$ cat config.mk
export PLATFORM = sky130hd
export DESIGN_NAME = pixel_uart_tx_flat
export DESIGN_NICKNAME = d
export VERILOG_FILES = /design/src/rtl/pixel_uart_tx_if.sv /design/src/rtl/pixel_uart_tx.sv /design/src/flat_wrapper.sv
export SDC_FILE = /design/constraint.sdc
export NUM_CORES = 1
export LEC_CHECK = 0
export ABC_CLOCK_PERIOD_IN_PS = 4670
export CORE_ASPECT_RATIO = 1.5
export CORE_MARGIN = 3
export CORE_UTILIZATION = 32
export CTS_BUF_LIST = sky130_fd_sc_hd__clkbuf_16
export CTS_CLUSTER_DIAMETER = 60
export DETAILED_ROUTE_END_ITERATION = 10
export PLACE_DENSITY_LB_ADDON = 0.15
export RECOVER_POWER = 100
export SLEW_MARGIN = 20
export SYNTH_ARGS = -nofsm -noshare
export SYNTH_HDL_FRONTEND = slang
export SYNTH_SLANG_ARGS = --single-unit
$ cat constraint.sdc
create_clock -name clk -period 4.67 [get_ports clk]
set_clock_uncertainty 0.15 [all_clocks]
set_input_delay 0.467 -clock clk [delete_from_list [all_inputs] [get_ports clk]]
set_output_delay 0.467 -clock clk [all_outputs]
set_load 0.02 [all_outputs]
$ cat src/rtl/pixel_uart_tx_if.sv
// ---------------------------------------------------------------------------
// pixel_uart_tx_if
// Pixel stream handshake between a producer and pixel_uart_tx.
//   valid : producer has a pixel on 'pixel'
//   pixel : 8-bit pixel byte
//   ready : consumer can take a pixel this cycle
// A beat transfers on a rising clock edge where valid && ready.
// ---------------------------------------------------------------------------
interface pixel_uart_tx_if;
    logic       valid;
    logic [7:0] pixel;
    logic       ready;

    modport master (output valid, output pixel, input ready);
    modport slave  (input valid, input pixel, output ready);
endinterface

$ cat src/rtl/pixel_uart_tx.sv
// ---------------------------------------------------------------------------
// pixel_uart_tx
// Buffers pixels from a valid/ready stream in a small FIFO and sends each one
// as an 8N1 UART frame (start 0, 8 data bits LSB first, stop 1), with CLK_DIV
// clock cycles per bit. Frames for queued bytes follow each other with no
// idle gap.
//
// Ports:
//   clk        : system clock, rising edge
//   rst        : synchronous active-high reset
//   in_if      : pixel stream input (slave side: valid, pixel in, ready out)
//   ser_tx     : registered serial output, idles high
//   busy       : a frame is in progress or the FIFO holds data
//   fifo_count : number of pixels held in the FIFO
// ---------------------------------------------------------------------------
module pixel_uart_tx #(
    parameter int CLK_DIV    = 100,
    parameter int FIFO_DEPTH = 16,
    parameter int CW         = $clog2(FIFO_DEPTH + 1)
) (
    input  logic                 clk,
    input  logic                 rst,
    pixel_uart_tx_if.slave       in_if,
    output logic                 ser_tx,
    output logic                 busy,
    output logic [CW-1:0]        fifo_count
);

    localparam int AW  = $clog2(FIFO_DEPTH);
    localparam int CDW = (CLK_DIV > 1) ? $clog2(CLK_DIV) : 1;

    typedef enum logic [1:0] {IDLE, START, DATA, STOP} state_t;

    logic [7:0]     mem [FIFO_DEPTH];
    logic [AW-1:0]  wr_ptr;
    logic [AW-1:0]  rd_ptr;
    logic           push;
    logic           pop;

    state_t         state;
    state_t         state_next;
    logic [7:0]     shift_reg;
    logic [7:0]     shift_next;
    logic [2:0]     bit_idx;
    logic [2:0]     bit_next;
    logic [CDW-1:0] cyc_cnt;
    logic [CDW-1:0] cyc_next;
    logic           ser_tx_next;
    logic           bit_end;

    assign push    = in_if.valid && in_if.ready;
    assign bit_end = (cyc_cnt == CDW'(CLK_DIV - 1));

    // FIFO storage is not reset: resetting the pointers and count is enough
    // to discard whatever it held.
    always_ff @(posedge clk) begin
        if (push) begin
            mem[wr_ptr] <= in_if.pixel;
        end
    end

    // State register plus FIFO pointers/count. ser_tx is registered from the
    // next-state values so it changes exactly with the state and never
    // glitches.
    always_ff @(posedge clk) begin
        if (rst) begin
            state      <= IDLE;
            shift_reg  <= '0;
            bit_idx    <= '0;
            cyc_cnt    <= '0;
            ser_tx     <= 1'b1;
            wr_ptr     <= '0;
            rd_ptr     <= '0;
            fifo_count <= '0;
        end else begin
            state     <= state_next;
            shift_reg <= shift_next;
            bit_idx   <= bit_next;
            cyc_cnt   <= cyc_next;
            ser_tx    <= ser_tx_next;
            if (push) begin
                wr_ptr <= wr_ptr + AW'(1);
            end
            if (pop) begin
                rd_ptr <= rd_ptr + AW'(1);
            end
            case ({push, pop})
                2'b10:   fifo_count <= fifo_count + CW'(1);
                2'b01:   fifo_count <= fifo_count - CW'(1);
                default: fifo_count <= fifo_count;
            endcase
        end
    end

    // Next-state logic. A pop is only issued when the FIFO is non-empty, and
    // the end of STOP pops straight into START so queued frames are
    // contiguous.
    always_comb begin
        state_next = state;
        shift_next = shift_reg;
        bit_next   = bit_idx;
        cyc_next   = cyc_cnt;
        pop        = 1'b0;
        case (state)
            IDLE: begin
                if (fifo_count != '0) begin
                    pop        = 1'b1;
                    shift_next = mem[rd_ptr];
                    cyc_next   = '0;
                    state_next = START;
                end
            end
            START: begin
                if (bit_end) begin
                    cyc_next   = '0;
                    bit_next   = '0;
                    state_next = DATA;
                end else begin
                    cyc_next = cyc_cnt + CDW'(1);
                end
            end
            DATA: begin
                if (bit_end) begin
                    cyc_next   = '0;
                    shift_next = shift_reg >> 1;
                    if (bit_idx == 3'd7) begin
                        state_next = STOP;
                    end else begin
                        bit_next = bit_idx + 3'd1;
                    end
                end else begin
                    cyc_next = cyc_cnt + CDW'(1);
                end
            end
            STOP: begin
                if (bit_end) begin
                    cyc_next = '0;
                    if (fifo_count != '0) begin
                        pop        = 1'b1;
                        shift_next = mem[rd_ptr];
                        state_next = START;
                    end else begin
                        state_next = IDLE;
                    end
                end else begin
                    cyc_next = cyc_cnt + CDW'(1);
                end
            end
            default: state_next = IDLE;
        endcase
    end

    // Outputs: line level for the upcoming cycle, handshake and status.
    always_comb begin
        ser_tx_next = 1'b1;
        case (state_next)
            START:   ser_tx_next = 1'b0;
            DATA:    ser_tx_next = shift_next[0];
            default: ser_tx_next = 1'b1;
        endcase
        in_if.ready = (fifo_count != CW'(FIFO_DEPTH));
        busy        = (state != IDLE) || (fifo_count != '0);
    end

endmodule

$ cat src/flat_wrapper.sv
// flat-port wrapper written by rule: the top's interface ports become plain ports
module pixel_uart_tx_flat 
#(
    parameter int CLK_DIV    = 100,
    parameter int FIFO_DEPTH = 16,
    parameter int CW         = $clog2(FIFO_DEPTH + 1)
)
  (clk, rst, ser_tx, busy, fifo_count, in_if_valid, in_if_pixel, in_if_ready);
  pixel_uart_tx_if in_if_i ();
  input  logic clk;
  input  logic rst;
  output logic ser_tx;
  output logic busy;
  output logic [CW-1:0] fifo_count;
  input wire logic [$bits(in_if_i.valid)-1:0] in_if_valid;
  input wire logic [$bits(in_if_i.pixel)-1:0] in_if_pixel;
  output wire logic [$bits(in_if_i.ready)-1:0] in_if_ready;
  assign in_if_i.valid = in_if_valid;
  assign in_if_i.pixel = in_if_pixel;
  assign in_if_ready = in_if_i.ready;
  pixel_uart_tx #(.CLK_DIV(CLK_DIV), .FIFO_DEPTH(FIFO_DEPTH), .CW(CW)) u_core (.clk(clk), .rst(rst), .in_if(in_if_i), .ser_tx(ser_tx), .busy(busy), .fifo_count(fifo_count));
endmodule
# Word-level counts from Yosys, hierarchy flattened
# Memory sizes are Yosys's and may differ from the RTL's. A register that Yosys moved wholly into a read port is not among the register bits.
# Index checks and enable logic that the tools add are counted.
[totals]
ff_bits = 34
ramBits = 128
out_inout_bits = 8
memories = 1
[memory_table]
columns = ["memory", "depth", "word_bits", "read_ports", "rd_ports_with_merged_regs", "write_ports", "line_no", "source"]
rows = [
  ["u_core.mem", 16, 8, 1, 1, 1, "pixel_uart_tx.sv:34", "logic [7:0] mem [FIFO_DEPTH];"],
]
[classes]
addsub = 6
n_eq_ne = 15
muxes = 27
n_reduce_logical = 11
[ops]
columns = ["cell", "n"]
rows = [
  ["$mux 8", 3],
  ["$pmux 8 s3", 1],
  ["$mux 7", 2],
  ["$pmux 7 s2", 1],
  ["$mux 2", 5],
  ["$pmux 5 s2", 1],
  ["$mux 3", 3],
  ["$add 4x1->4 const B", 2],
  ["$eq 2x2->1 const B", 4],
  ["$mux 4", 2],
  ["$ne 2x1->1 const B", 4],
  ["$pmux 2 s4", 1],
  ["$add 7x1->7 const B", 1],
  ["$eq 7x7->1 const B", 1],
  ["$eq 2x1->1 const B", 3],
  ["$pmux 3 s2", 1],
  ["$reduce_bool 2->1", 3],
  ["$add 5x1->5 const B", 1],
  ["$mux 1", 5],
  ["$ne 5x5->1 const B", 1],
  ["$reduce_bool 5->1", 1],
  ["$sub 5x1->5 const B", 1],
  ["$pmux 1 s2", 2],
  ["$reduce_and 4->1", 1],
  ["other kinds (9)", 9],
]

# Depth between registers and ports, before layout
[logic_depth]
word_depth = 6
mapped_depth = 14
ltp_nobuf = 12

# Least setup slack after synthesis
# OpenSTA, ideal clock, no wires.
[synth_path]
kind = "register -> register"
from = "register u_core.fifo_count[2]"
to = "register u_core.fifo_count[4]"
setup_ns = 0.123
arrival_time_ns = 3.045
required_ns = 4.397
setup_slack_ns = 1.351
stages_incl_launch_ff = 14
path_buffers = 2
synth_period_minus_slack_ns = 3.319
path_cell_list = "dfxtp_1 clkbuf_1 nor4_2 and2_0 nor3_2 ha_1 clkbuf_1 xor2_1 ha_1 o211ai_1 a31oi_1 o221ai_1 mux2i_1 mux2_1"
[synth_between]
elab_chain_cells = 6
[synth_rtl]
columns = ["item", "line_no", "source"]
rows = [
  ["start: declaration", "pixel_uart_tx.sv:26", "output logic [CW-1:0] fifo_count"],
  ["start signal: assignment", "pixel_uart_tx.sv:88", "2'b10: fifo_count <= fifo_count + CW'(1);"],
  ["start signal: assignment", "pixel_uart_tx.sv:89", "2'b01: fifo_count <= fifo_count - CW'(1);"],
  ["start signal: assignment", "pixel_uart_tx.sv:90", "default: fifo_count <= fifo_count;"],
  ["$reduce_bool 5->1 *", "pixel_uart_tx.sv:106, pixel_uart_tx.sv:138", ""],
  ["$mux 1 *", "pixel_uart_tx.sv:106, pixel_uart_tx.sv:138", ""],
  ["$mux 1", "pixel_uart_tx.sv:136", "if (bit_end) begin"],
  ["$pmux 1 s2 *", "pixel_uart_tx.sv:104", "case (state)"],
  ["via u_core.pop", "pixel_uart_tx.sv:38", "logic pop;"],
  ["$eq 2x1->1 or $eq 2x2->1 (tied branches)", "pixel_uart_tx.sv:87", "case ({push, pop})"],
  ["$pmux 5 s2 or $reduce_bool 2->1 (tied branches)", "--", ""],
]
# The timed path passes the listed nets; every way through them passes the cells marked *.
# A chain may end at the register's enable or synchronous reset.

# Worst setup path in the final report
[layout_path]
from = "register u_core.state[1]"
to = "register u_core.fifo_count[4]"
[layout_between]
elab_chain_cells = 4
[layout_rtl]
columns = ["item", "line_no", "source"]
rows = [
  ["start: declaration", "pixel_uart_tx.sv:40", "state_t state;"],
  ["start signal: assignment", "pixel_uart_tx.sv:76", "state <= state_next;"],
  ["$eq 2x2->1 or $logic_not 2->1 (tied branches)", "pixel_uart_tx.sv:104", ""],
  ["$pmux 1 s2 *", "pixel_uart_tx.sv:104", ""],
  ["via u_core.pop", "pixel_uart_tx.sv:38", ""],
  ["$eq 2x1->1 or $eq 2x2->1 (tied branches)", "pixel_uart_tx.sv:87", ""],
  ["$pmux 5 s2 or $reduce_bool 2->1 (tied branches)", "--", ""],
]
# Marks and branches as above.

==> metrics.json <==
{
  "run_status": {
    "outcome": "finished with violations",
    "violations": "max-capacitance violations, max-slew violations"
  },
  "routing": {
    "vias": 3938,
    "drt_iter0_drc": 192,
    "number_of_design_rule_violations_left_after_detail_routing": 0,
    "first_pass_iters": 5,
    "postRouteAntennaNets": 0,
    "post_detailed_route_via_to_cell_ratio": 5.11,
    "detail_route.wirelength_um": 14100,
    "avgRoutedWirePerCell_um": 18.2
  },
  "yosys": {
    "synthMuxAreaShare_pct": 13.4,
    "synth-warning-count": 0,
    "syn-num-nets": 498,
    "ys_dominant_reg_cell": "sky130_fd_sc_hd__edfxtp_1",
    "synth.most_common_cell": "sky130_fd_sc_hd__edfxtp_1",
    "flop_and_latch_count_out_of_synthesis": 166,
    "post_synth_most_frequent_cells": "128 x sky130_fd_sc_hd__edfxtp_1, 52 x sky130_fd_sc_hd__nand2_1, 50 x sky130_fd_sc_hd__nor2_1",
    "synth_top_area_share_pct": 54.9,
    "post_synth_instance_area_sq_um": 7000,
    "yosys.area.top_type": "sky130_fd_sc_hd__edfxtp_1",
    "synth-simple-area-share_pct": 9.88,
    "synth.avg_cell_area_sq_um": 14.8,
    "netlist_top_cells_area": "sky130_fd_sc_hd__edfxtp_1 55%, sky130_fd_sc_hd__mux4_2 13%, sky130_fd_sc_hd__dfxtp_1 11%",
    "synth_top_family_by_area": "multiplexers",
    "netlist_instances": 473,
    "synth.distinct_cells": 52,
    "synth_xor_area_share_pct": 1.13,
    "yosys.area_share.adder_pct": 2.50,
    "complex_gate_fraction_of_the_synthesized_area_pct": 5.25,
    "synth.yosys.seq_area_share_pct": 65.8,
    "async_flop_share_pct": 0,
    "synth_edf_count": 128
  },
  "worst_hold_path": {
    "worst_hold_path_type": "reg -> reg",
    "hold-path-cell-count": 2,
    "holdPathEnd": "u_core.bit_idx[1]",
    "hold_path_startpoint": "u_core.bit_idx[1]"
  },
  "global_route": {
    "antenna_found_initial": 0,
    "grt-ovfl-total": 0,
    "grt_pass1_wl_um": 22600,
    "number_of_global_route_vias_before_repair": 4049,
    "grt_max_degree": 32,
    "track_usage_pct": 12.5
  },
  "clock_network": {
    "clkLatencyLatePin_ns": 0.42,
    "clock_path_buffers": 2,
    "cts_sinks": 166,
    "holdBufCountCts": 0,
    "root_buffer": "sky130_fd_sc_hd__clkbuf_16",
    "clkTransAtPathRegs_ns": 0.06,
    "tritoncts": "built",
    "cts_post_setup_buffers_inserted": 0,
    "cts-buffers-inserted": 17,
    "post_cts_resized": 0,
    "htreeDepth": 4
  },
  "placed_design": {
    "post-place-cells": 739,
    "place.gp.congestion": 0.800,
    "pre_cts_setup_slack_ns": 0.971,
    "dpl-instance-area_sq_um": 7470,
    "post-dp-hpwl_um": 9650,
    "port-buffer-count": 18
  },
  "cells_and_area": {
    "fin_cells": 771,
    "seqCellArea_sq_um": 4610,
    "number_of_flip_flops_under_the_largest_register_name": 128,
    "final.fill_count": 2046,
    "finalNetCount": 515,
    "diodes": 0,
    "final_cell_area_sq_um": 8090,
    "post_route_cells_drive_above_1_share_pct": 15.5,
    "areaGrowthSynthToFinish_pct": 15.5,
    "footprint_of_the_multi_input_gates_sq_um": 2230
  },
  "setup_path": {
    "timing.setup.critical_path_class": "reg -> reg",
    "critical_path.n_buffers_inverters": 1,
    "r2r_end": "u_core.fifo_count[4]",
    "worstPathMaxFanout": 16,
    "critical_path_launch_point_type": "flop",
    "worstPathRequired_ns": 4.83,
    "endpoint_kind": "flop",
    "cpLargestDelayFamily": "adder cells",
    "timing.critical_path.arrival_ns": 4.09,
    "timing.critical_path.cells": "inv_1 -> ha_1 -> a31oi_1 -> nor3_1 -> ha_1 -> xor2_1 -> ha_1 -> o211ai_1 -> a31oi_1 -> o221ai_1 -> mux2i_1 -> mux2_1",
    "worst_r2r_startpoint": "u_core.state[1]",
    "critical_path.slowest_cell": "sky130_fd_sc_hd__nor3_1",
    "worstRegToRegCells": 12,
    "reg2reg_setup_slack_ns": 0.74,
    "cpMostUsedCell": "sky130_fd_sc_hd__ha_1",
    "cpPeakStageDelay_ns": 0.64
  },
  "sta": {
    "totalNegativeSetupSlack_ns": 0,
    "grt_setup_unrepaired": "false",
    "period_share_pct": 84.2,
    "hold_viol_final": 0,
    "setup_violations": 0,
    "finalWorstPathRequiredPeriod_ns": 3.93,
    "timing.hold.ws_ns": 0.330,
    "final_setup_slack_of_the_worst_path_ns": 0.736,
    "maxSlewHeadroom_pct": -36.6,
    "actual_transition_at_the_worst_max_transition_pin_ns": 2.00,
    "finalMaxSlewViolations": 9,
    "timing.fmax_ghz": 0.254
  },
  "die": {
    "die_area_sq_um": 23700,
    "pin_count": 19,
    "initial_core_util_pct": 32.9,
    "placementRows": 65,
    "floorplan.die.width_um": 127,
    "core_area_sq_um": 21300,
    "die_outline_height_um": 187
  },
  "power_and_ir_drop": {
    "power_density_nw_per_um2": 555,
    "power.static_leakage_uw": 0.00263,
    "maximum_vdd_drop_uv": 249
  },
  "flow_run": {
    "cap_viol_max_count": 1
  }
}
## cells by family (layout without fill, tap and decap cells)
family / Yosys count / in the layout
AOI/OAI and AO/OA: 54 / 54
xor gates and xnor gates: 9 / 9
adders and majority gates: 14 / 14
buffers and inverters: 36 / 66
DFF: 166 / 166
muxes: 45 / 45
and+or+nand+nor: 149 / 149
## cells in the final DEF, fill, tap and decap left out, types with 6 or more instances in the layout
| cell | Yosys | layout |
|---|---|---|
| sky130_fd_sc_hd__ha_1 | 14 | 14 |
| sky130_fd_sc_hd__a31oi_1 | 11 | 11 |
| sky130_fd_sc_hd__nand2_1 | 52 | 52 |
| sky130_fd_sc_hd__edfxtp_1 | 128 | 128 |
| sky130_fd_sc_hd__nor3_1 | 7 | 8 |
| sky130_fd_sc_hd__dlygate4sd3_1 | 0 | 16 |
| sky130_fd_sc_hd__nand3_1 | 9 | 9 |
| sky130_fd_sc_hd__mux4_2 | 39 | 39 |
| sky130_fd_sc_hd__dfxtp_1 | 38 | 36 |
| sky130_fd_sc_hd__xor2_1 | 7 | 7 |
| sky130_fd_sc_hd__inv_1 | 9 | 9 |
| sky130_fd_sc_hd__clkbuf_16 | 0 | 17 |
| sky130_fd_sc_hd__a21oi_1 | 15 | 15 |
| sky130_fd_sc_hd__nor2b_1 | 6 | 6 |
| sky130_fd_sc_hd__nor2_1 | 50 | 50 |
## per-layer routing
metal,vias to the layer above,wire length (um),track usage (%)
met5,-,0,0
met4,0,229,4.62
met3,20,439,3.11
met2,78,7620,21.8
met1,1986,5780,14.7
li1,1854,-,-
## worst max path at each step
stage | startpoint | to | slack, ns | cells after the start
floorplan | u_core.fifo_count[2] | u_core.fifo_count[4] | 1.35 | 13
global placement | u_core.cyc_cnt[0] | u_core.fifo_count[4] | 1.14 | 12
detailed placement | u_core.state[1] | u_core.fifo_count[4] | 0.97 | 12
CTS | u_core.state[1] | u_core.fifo_count[4] | 0.97 | 12
global route | u_core.state[1] | u_core.fifo_count[4] | 0.40 | 12
finish | u_core.state[1] | u_core.fifo_count[4] | 0.74 | 12
## area by class of cell
cell class	instances	area share, %
clock buffer	17	5.26
sequential	166	56.9
multi-input combinational	271	27.6
inverter	9	0.418
clock inverter	15	2.98
tap	268	4.14
timing repair buffer	25	2.69
## through the flow
stage                     utilization (%)  total power [uW]
final                                38.0              4490
after global routing                 38.0              4750
after CTS                            38.2              4600
after detailed placement             35.0              3010
after global placement               35.0              2990
after floorplan                         -              2680
## worst min-delay path, delay by kind of cell (launching register included)
kind,cells,cell delay [ns]
and+or+nand+nor,1,0.06
AOI/OAI and AO/OA,1,0.06
DFF,1,0.32
## power by group
group	internal [uW]	total [uW]	switching [uW]
combinational	482	1100	618
sequential	1700	1820	124
clock	967	1570	602
total	3150	4490	1340
Power figures use the tool's default switching activity.
